<file path="src/rtl/hazard_stall_unit_pkg.sv">
// Shared pipeline definitions for the hazard/stall control logic:
// FSM state encoding and register-index constants.
package hazard_stall_unit_pkg;

   localparam int unsigned RegIdxW = 5;
   localparam logic [RegIdxW-1:0] RegZero = '0;

   typedef enum logic [1:0] {
      StRun     = 2'd0,
      StMemWait = 2'd1,
      StMduWait = 2'd2
   } hazard_state_e;

endpackage

</file>
<file path="src/rtl/hazard_loaduse_detect.sv">
// Combinational load-use compare: the instruction in EX is a load whose
// destination is read by the instruction in ID.
module hazard_loaduse_detect
   import hazard_stall_unit_pkg::*;
(
   input  logic [RegIdxW-1:0] rs1_i,
   input  logic [RegIdxW-1:0] rs2_i,
   input  logic               use_rs1_i,
   input  logic               use_rs2_i,
   input  logic [RegIdxW-1:0] rd_i,
   input  logic               mem_read_i,
   output logic               stall_o
);

   logic rs1_hit;
   logic rs2_hit;

   assign rs1_hit = use_rs1_i && (rs1_i == rd_i);
   assign rs2_hit = use_rs2_i && (rs2_i == rd_i);

   // x0 is hard-wired, so a load targeting it never produces a dependency.
   assign stall_o = mem_read_i && (rd_i != RegZero) && (rs1_hit || rs2_hit);

endmodule

</file>
<file path="src/rtl/hazard_stall_unit.sv">
// Pipeline stall/flush controller: load-use bubbles, taken-branch flushes,
// data-memory wait states and multicycle MDU occupancy.
module hazard_stall_unit
   import hazard_stall_unit_pkg::*;
#(
   parameter int unsigned MEM_TIMEOUT = 255,
   parameter int unsigned STALL_CNT_W = 16
) (
   input  logic                   clk,
   input  logic                   rst_n,
   input  logic [RegIdxW-1:0]     IF_ID_rs1,
   input  logic [RegIdxW-1:0]     IF_ID_rs2,
   input  logic                   IF_ID_UseRs1,
   input  logic                   IF_ID_UseRs2,
   input  logic [RegIdxW-1:0]     ID_EX_rd,
   input  logic                   ID_EX_MemRead,
   input  logic                   EX_BranchTaken,
   input  logic                   EX_MduStart,
   input  logic                   MduDone,
   input  logic                   MEM_Req,
   input  logic                   MEM_Ready,
   output logic                   PCWrite,
   output logic                   IF_ID_Write,
   output logic                   ID_EX_Write,
   output logic                   EX_MEM_Write,
   output logic                   IF_ID_Flush,
   output logic                   ID_EX_Flush,
   output logic                   EX_MEM_Flush,
   output logic                   MEM_WB_Flush,
   output logic                   MemTimeout,
   output logic [STALL_CNT_W-1:0] StallCount
);

   localparam logic [15:0] TimeoutCnt = 16'(MEM_TIMEOUT);

   hazard_state_e          state_q, state_d;
   logic                   mdu_pending_q, mdu_pending_d;
   logic [15:0]            wait_cnt_q, wait_cnt_d;
   logic                   mem_timeout_q, mem_timeout_d;
   logic [STALL_CNT_W-1:0] stall_cnt_q, stall_cnt_d;
   logic                   load_use;

   hazard_loaduse_detect u_loaduse (
      .rs1_i      (IF_ID_rs1),
      .rs2_i      (IF_ID_rs2),
      .use_rs1_i  (IF_ID_UseRs1),
      .use_rs2_i  (IF_ID_UseRs2),
      .rd_i       (ID_EX_rd),
      .mem_read_i (ID_EX_MemRead),
      .stall_o    (load_use)
   );

   always_comb begin
      state_d       = state_q;
      mdu_pending_d = mdu_pending_q;
      wait_cnt_d    = wait_cnt_q;
      mem_timeout_d = mem_timeout_q;
      PCWrite       = 1'b1;
      IF_ID_Write   = 1'b1;
      ID_EX_Write   = 1'b1;
      EX_MEM_Write  = 1'b1;
      IF_ID_Flush   = 1'b0;
      ID_EX_Flush   = 1'b0;
      EX_MEM_Flush  = 1'b0;
      MEM_WB_Flush  = 1'b0;

      unique case (state_q)
         StRun: begin
            if (MEM_Req && !MEM_Ready) begin
               // Whole front end freezes; a coincident branch simply re-asserts later.
               PCWrite       = 1'b0;
               IF_ID_Write   = 1'b0;
               ID_EX_Write   = 1'b0;
               EX_MEM_Write  = 1'b0;
               MEM_WB_Flush  = 1'b1;
               state_d       = StMemWait;
               wait_cnt_d    = '0;
               if (EX_MduStart) mdu_pending_d = 1'b1;
            end else if (EX_BranchTaken) begin
               IF_ID_Flush = 1'b1;
               ID_EX_Flush = 1'b1;
            end else if (EX_MduStart && !MduDone) begin
               PCWrite      = 1'b0;
               IF_ID_Write  = 1'b0;
               ID_EX_Write  = 1'b0;
               EX_MEM_Flush = 1'b1;
               state_d      = StMduWait;
            end else if (load_use) begin
               PCWrite     = 1'b0;
               IF_ID_Write = 1'b0;
               ID_EX_Flush = 1'b1;
            end
         end
         StMemWait: begin
            if (MduDone) mdu_pending_d = 1'b0;
            if (MEM_Ready) begin
               state_d = (mdu_pending_q && !MduDone) ? StMduWait : StRun;
            end else begin
               PCWrite      = 1'b0;
               IF_ID_Write  = 1'b0;
               ID_EX_Write  = 1'b0;
               EX_MEM_Write = 1'b0;
               MEM_WB_Flush = 1'b1;
               if (wait_cnt_q != TimeoutCnt) wait_cnt_d = wait_cnt_q + 16'd1;
               if (wait_cnt_d == TimeoutCnt) mem_timeout_d = 1'b1;
            end
         end
         StMduWait: begin
            mdu_pending_d = 1'b0;
            if (MduDone) begin
               state_d = StRun;
            end else begin
               PCWrite      = 1'b0;
               IF_ID_Write  = 1'b0;
               ID_EX_Write  = 1'b0;
               EX_MEM_Flush = 1'b1;
            end
         end
         default: state_d = StRun;
      endcase

      // Reset overrides any decoded hazard so the pipeline registers can clear.
      if (!rst_n) begin
         PCWrite      = 1'b1;
         IF_ID_Write  = 1'b1;
         ID_EX_Write  = 1'b1;
         EX_MEM_Write = 1'b1;
         IF_ID_Flush  = 1'b0;
         ID_EX_Flush  = 1'b0;
         EX_MEM_Flush = 1'b0;
         MEM_WB_Flush = 1'b0;
      end
   end

   always_comb begin
      stall_cnt_d = stall_cnt_q;
      if (!PCWrite && (stall_cnt_q != '1)) stall_cnt_d = stall_cnt_q + 1'b1;
   end

   always_ff @(posedge clk) begin
      if (!rst_n) begin
         state_q       <= StRun;
         mdu_pending_q <= 1'b0;
         wait_cnt_q    <= '0;
         mem_timeout_q <= 1'b0;
         stall_cnt_q   <= '0;
      end else begin
         state_q       <= state_d;
         mdu_pending_q <= mdu_pending_d;
         wait_cnt_q    <= wait_cnt_d;
         mem_timeout_q <= mem_timeout_d;
         stall_cnt_q   <= stall_cnt_d;
      end
   end

   assign MemTimeout = mem_timeout_q;
   assign StallCount = stall_cnt_q;

endmodule

</file>
<file path="config.mk">
export PLATFORM = sky130hd
export DESIGN_NAME = hazard_stall_unit
export DESIGN_NICKNAME = d
export VERILOG_FILES = /design/src/rtl/hazard_stall_unit_pkg.sv /design/src/rtl/hazard_loaduse_detect.sv /design/src/rtl/hazard_stall_unit.sv
export SDC_FILE = /design/constraint.sdc
export NUM_CORES = 1
export LEC_CHECK = 0
export CORE_MARGIN = 8
export CORE_UTILIZATION = 35
export DETAILED_ROUTE_END_ITERATION = 12
export MAX_ROUTING_LAYER = met4
export PLACE_DENSITY = 0.56
export SLEW_MARGIN = 10
export SYNTH_ARGS = -nofsm -noshare
export SYNTH_HDL_FRONTEND = slang
export SYNTH_SLANG_ARGS = --single-unit
</file>
<file path="constraint.sdc">
create_clock -name clk -period 3.95 [get_ports clk]
set_input_delay 0.9875 -clock clk [delete_from_list [all_inputs] [get_ports clk]]
set_output_delay 0.9875 -clock clk [all_outputs]
set_load 0.005 [all_outputs]
</file>
# Yosys cells after proc, flatten, opt, wreduce, memory -nomap -nowiden
# Index checks and enable logic that the tools add are counted.
# word_totals
out_inout_bits	25
word_cells	96
reg_bits	36
input_bits	25
# classes
mux	53
n_addsub	2
n_bitwise	1
eq_ne	15
n_reduce_logical	20
# op_table
op	count
16-bit two-way mux	5
1-bit two-way mux	34
16-bit by 1-bit adder with 16-bit output (second input constant)	2
16-bit one-hot mux with 2 select lines	1
16-bit by 8-bit equality test with 1-bit output (second input constant)	1
16-bit != test (second input constant)	1
16-bit by 8-bit != test with 1-bit output (second input constant)	1
2-bit two-way mux	6
2-bit != test (second input constant)	6
5-bit equality test	2
1-bit one-hot mux with 3 select lines	3
1-bit logical AND	8
4-bit AND reduction	2
3-bit != test (second input constant)	2
1-bit one-hot mux with 2 select lines	3
2-bit one-hot mux with 3 select lines	1
3-bit AND reduction	2
5-bit nonzero test	1
1-bit logical NOT	3
3-bit nonzero test	1
2-bit by 1-bit equality test with 1-bit output (second input constant)	1
2-bit equality test (second input constant)	1
2-bit logical NOT	1
2-bit nonzero test	1
other kinds (2)	2

# Longest topological paths before layout
# logic_depth
depth_word	12
mapped_depth	10
mapped_depth_nobuf	8

# Cells and area by module
# Synthesis repeated with hierarchy kept, for this count alone.
# unflattened
cells_unflattened	295
hier_area_um2	2329.7
# by_module_without_submodules
module	cells_each	area_per_inst_um2	seq_area_each_um2	instances
hazard_stall_unit	278	2195.9	720.7	1
hazard_loaduse_detect	17	133.9	0.0	1

# Worst setup path before layout
# Ideal clock, no wire load.
# synth_path
path_kind	input to output
start	in ID_EX_rd[1]
end	out PCWrite
path_stages	7
path_buffers	3
required_time_ns	2.963
arrival_ns	2.313
slack_ns	0.650
path_cell_list	or4_1 o21ai_1 or3_1 o21a_2 buf_6 buf_6 buf_4
# synth_between
elab_chain_len	10
word_cells_on_any_way	14
classes_between	eq/ne: 2; mux: 6; reduce/logical: 6
# synth_lines
item	line	source
start, declared	hazard_stall_unit.sv:15	input logic [RegIdxW-1:0] ID_EX_rd,
5-bit equality test, on equally long branches	hazard_loaduse_detect.sv:18, hazard_loaduse_detect.sv:19	
1-bit logical AND, on equally long branches	hazard_loaduse_detect.sv:18, hazard_loaduse_detect.sv:19	
1-bit logical OR	hazard_loaduse_detect.sv:22	assign stall_o = mem_read_i && (rd_i != RegZero) && (rs1_hit || rs2_hit);
1-bit logical AND *	hazard_loaduse_detect.sv:22	
1-bit two-way mux * (4 in a row)	-	
1-bit one-hot mux with 3 select lines *	-	
1-bit two-way mux *	-	
end, declared	hazard_stall_unit.sv:22	output logic PCWrite,
# Every way passes the cells marked *; elsewhere a longest branch is shown, timed or not.

# Worst setup path after layout
# layout_path
start	in IF_ID_rs2[0]
end	out IF_ID_Write
# layout_between
elab_chain_len	10
# layout_lines
item	line	source
start, declared	hazard_stall_unit.sv:12	input logic [RegIdxW-1:0] IF_ID_rs2,
5-bit equality test	hazard_loaduse_detect.sv:19	assign rs2_hit = use_rs2_i && (rs2_i == rd_i);
1-bit logical AND	hazard_loaduse_detect.sv:19	
1-bit logical OR	hazard_loaduse_detect.sv:22	
1-bit logical AND	hazard_loaduse_detect.sv:22	
1-bit two-way mux	hazard_stall_unit.sv:88	end else if (load_use) begin
1-bit two-way mux	hazard_stall_unit.sv:82	end else if (EX_MduStart && !MduDone) begin
1-bit two-way mux	hazard_stall_unit.sv:79	end else if (EX_BranchTaken) begin
1-bit two-way mux	hazard_stall_unit.sv:69	if (MEM_Req && !MEM_Ready) begin
1-bit one-hot mux with 3 select lines	hazard_stall_unit.sv:67	unique case (state_q)
1-bit two-way mux	hazard_stall_unit.sv:123	if (!rst_n) begin
end, declared	hazard_stall_unit.sv:23	output logic IF_ID_Write,
# No other way between the ends.

==> results.tsv <==
stage	metric	value	unit
global_routing	largest net degree at the start of global routing	22	
logic_synthesis	Post-Syn Instances	314	
min_path	class of the worst hold path	reg -> reg	
clock_tree	CTS sink cnt	36	
place	Place WS	-0.110	ns
outcome	status	finished clean	
pwr	P per Cell Area	291	mW/mm^2
worst_setup_path	Setup crit end	IF_ID_Write	
logic_synthesis	Syn Area/Cell	7.85	sq um
place	GP Congestion	0.855	
sta	Setup WS post-layout	0.117	ns
clock_tree	CTS tree	done	
logic_synthesis	Synth cell types	57	
route	Pre-antenna DRT Iters	4	
final_layout	post-route insts no fill	461	
die	full die area	0.00998	sq mm
pwr	Clock power frac	38.8	%
pwr	Net Switching	253	uW
run	max cap viols	0	
clock_tree	Max Root-Sink Buffers	2	
route	Routed wire per std cell	15.6	um
sta	fmax	0.261	GHz
sta	crit share post-route	97.0	%
logic_synthesis	Main synth FF type	dfxtp_1	
clock_tree	Num CTS Buffers	5	
clock_tree	Hold-fix buffers, CTS	0	
logic_synthesis	FF+latch count, synth	36	
pwr	Sw Share	26.8	%
sta	Setup-failing EPs final	0	
clock_tree	Worst-path clk slew	0.08	ns
global_routing	vias in the first global route	2461	
global_routing	initial antenna violation count	0	
sta	unrepaired setup endpoints after global routing	no	
sta	Worst-Margin Slew	0.564	ns
route	# DRC	0	
place	PortBufs	49	
sta	final worst path period need	3.83	ns
final_layout	nets	395	
route	Detailed Route Iter0 Violations	101	
logic_synthesis	sequential fraction of the synthesis area	29.2	%
die	Die Wd	99.9	um
final_layout	area delta synth->final	31.5	%
die	Initial Util	36.3	%
worst_setup_path	FF-to-FF setup slack	1.47	ns
sta	Worst slew margin	61.5	%
pwr	sequential power share	40.2	%
die	Core Region	0.00679	sq mm
final_layout	ratio of cells with drive above 1 in the final layout	10.4	%
die	I/O pin count	50	
sta	Pins Over Slew Limit	0	
route	Post-DRT Antenna Nets	0	
clock_tree	postcts setup bufs	0	
pwr	internal power	691	uW
final_layout	Diodes inserted	0	
sta	Final Hold Fails	0	
die	Die H	99.9	um
worst_setup_path	Worst Path Required	2.96	ns
sta	Setup TNS Final	0	ns
worst_setup_path	Setup CP Type	in -> out	
pwr	Peak VDD IR	131	uV
worst_setup_path	crit-path max FO	6	
logic_synthesis	Mapped Nets	345	
worst_setup_path	R2R Path End	StallCount[6]$_SDFFE_PN0P_	
pwr	Leak	1.14	nW
sta	final setup skew	0.00984	ns
global_routing	first-pass GRT wire length	11800	um
global_routing	GR Overflow Total	0	
worst_setup_path	worst endpoint data arrival time	2.85	ns
logic_synthesis	yosys warns	0	
route	vias per inst	5.56	
sta	hold slack	0.495	ns
worst_setup_path	Critical path origin	IF_ID_rs2[0]	
place	placed cell count	453	
die	Rows	30	
logic_synthesis	Post-Synthesis Cell Area	0.00246	sq mm
worst_setup_path	R2R Path Start	state_q[1]$_SDFFE_PN0P_	
clock_tree	H-tree Lvls	2	
worst_setup_path	R2R cell count	9	
route	via count	2565	
clock_tree	worst-skew pair later-pin latency	0.29	ns
clock_tree	cell at the root of the clock tree	clkbuf_8	
global_routing	Total Routing Usage GR	14.5	%
pwr	Comb pwr share	20.9	%
logic_synthesis	number of synthesized flops with an enable pin	0	
worst_setup_path	Worst setup SP type	input pin	
route	Post-Route WL	7190	um
worst_setup_path	crit path capture type	primary output	
place	HPWL Detailed	5270	um
logic_synthesis	asr flop ratio synth	0	%
final_layout	Layout Utilization	47.7	%
## worst min-delay path by stage
stage                     cells past startpoint                          end  slack (ns)                   startpoint
final                                         1      MemTimeout$_SDFFE_PN0P_        0.49      MemTimeout$_SDFFE_PN0P_
after global routing                          2  StallCount[15]$_SDFFE_PN0P_        0.51  StallCount[15]$_SDFFE_PN0P_
after CTS                                     2  StallCount[15]$_SDFFE_PN0P_        0.50  StallCount[15]$_SDFFE_PN0P_
after detailed placement                      1      MemTimeout$_SDFFE_PN0P_        0.48      MemTimeout$_SDFFE_PN0P_
after global placement                        1      MemTimeout$_SDFFE_PN0P_        0.47      MemTimeout$_SDFFE_PN0P_
after floorplan                               1      MemTimeout$_SDFFE_PN0P_        0.47      MemTimeout$_SDFFE_PN0P_
## cell usage after synthesis, types with 4 or more instances
| library cell | number | area share (%) |
|---|---|---|
| a31oi_1 | 5 | 1.3 |
| nand3_1 | 13 | 2.6 |
| xor2_1 | 8 | 2.8 |
| or3_1 | 4 | 1.0 |
| nor3_1 | 16 | 3.2 |
| nor4_1 | 6 | 1.5 |
| ha_1 | 6 | 3.0 |
| nand4_1 | 10 | 2.5 |
| o21a_1 | 4 | 1.2 |
| o31ai_1 | 7 | 2.1 |
| or4_1 | 9 | 2.7 |
| and4_1 | 5 | 1.8 |
| inv_1 | 9 | 1.4 |
| o211a_1 | 5 | 2.0 |
| buf_2 | 6 | 1.2 |
| nor4_2 | 6 | 3.0 |
| clkbuf_1 | 10 | 1.5 |
| dfxtp_1 | 36 | 29 |
| nand2_1 | 25 | 3.8 |
| o21ai_0 | 11 | 2.2 |
| nor2_1 | 23 | 3.5 |
| a21oi_1 | 24 | 4.9 |
| nand2b_1 | 4 | 1.0 |
| and3_1 | 5 | 1.3 |
| mux2i_1 | 6 | 2.4 |
## layer usage
metal | up-vias | part of all wire (%) | global-route usage [%]
met4 | 0 | 0.95 | 4.42
met5 | - | 0 | -
met2 | 51 | 49 | 23.8
li1 | 1299 | - | -
met3 | 6 | 4.4 | 3.39
met1 | 1209 | 45 | 17.1
## registers in the layout, indices dropped and copies added (netlist names)
signal and flops:
state_q 2, MemTimeout 1, wait_cnt_q 16, mdu_pending_q 1, StallCount 16
## cells by family after synthesis
logic type      Yosys count  share of synthesized area, %
compound gates           88                          24.4
xor+xnor                 10                          3.55
fa+ha+maj                 6                          3.05
buf+inv                  30                          5.69
flops                    36                          29.2
mux                       7                          2.89
simple gates            137                          31.2
## per-stage QoR
stage                     power, mW  cell area, sq um
after detailed placement      0.584              3080
after CTS                     0.956              3230
after global routing          0.993              3240
after global placement        0.583              3080
final                         0.944              3240
after floorplan               0.497              2460
## power groups by stage
stage                     Combinational (mW)  Sequential, mW  Clock, mW
after floorplan                        0.111           0.387          0
after global placement                 0.195           0.388          0
after detailed placement               0.195           0.388          0
after CTS                              0.199           0.380      0.377
after global routing                   0.218           0.381      0.393
final                                  0.198           0.380      0.366
## layout by cell type, fill, tap and decap left out, drive strengths merged, types with 3 or more instances in the layout
master / Yosys / layout
a211oi: 3 / 3
a21oi: 24 / 24
a311oi: 3 / 3
a31oi: 5 / 5
a32oi: 3 / 3
and2: 3 / 3
and3: 5 / 5
and4: 5 / 5
buf: 9 / 14
clkbuf: 11 / 7
clkdlybuf4s50: 0 / 43
dfxtp: 36 / 36
dlymetal6s2s: 0 / 4
ha: 6 / 6
inv: 9 / 9
mux2i: 6 / 6
nand2: 25 / 25
nand2b: 4 / 4
nand3: 13 / 13
nand4: 10 / 10
nor2: 23 / 23
nor2b: 3 / 3
nor3: 16 / 16
nor4: 12 / 12
o211a: 5 / 5
o211ai: 3 / 3
o21a: 5 / 5
o21ai: 13 / 13
o31ai: 7 / 7
or3: 4 / 4
or4: 9 / 9
xor2: 8 / 8
## cell type report
class	count	area, sq um
Multi-Input combinational cell	248	1630
Clock buffer	7	96.3
Fill cell	668	3550
Timing Repair Buffer	63	603
Clock inverter	1	30.0
Tap cell	96	120
Sequential cell	36	721
Inverter	10	37.5
## what timing repair did
action / 4_1_cts / 5_1_grt
endpoints found under the setup margin: 3 / 3
gates resized for setup: 6 / 5
pin swaps: 2 / 4
hold endpoints to repair: 0 / 0
## critical path: stages
cell,delay (ns)
clkdlybuf4s50_1,0.41
xor2_1,0.15
nor4_2,0.27
a32oi_1,0.17
buf_4,0.17
o21a_4,0.23
clkdlybuf4s50_1,0.45
Note: power is estimated with default switching activity, not from simulation.
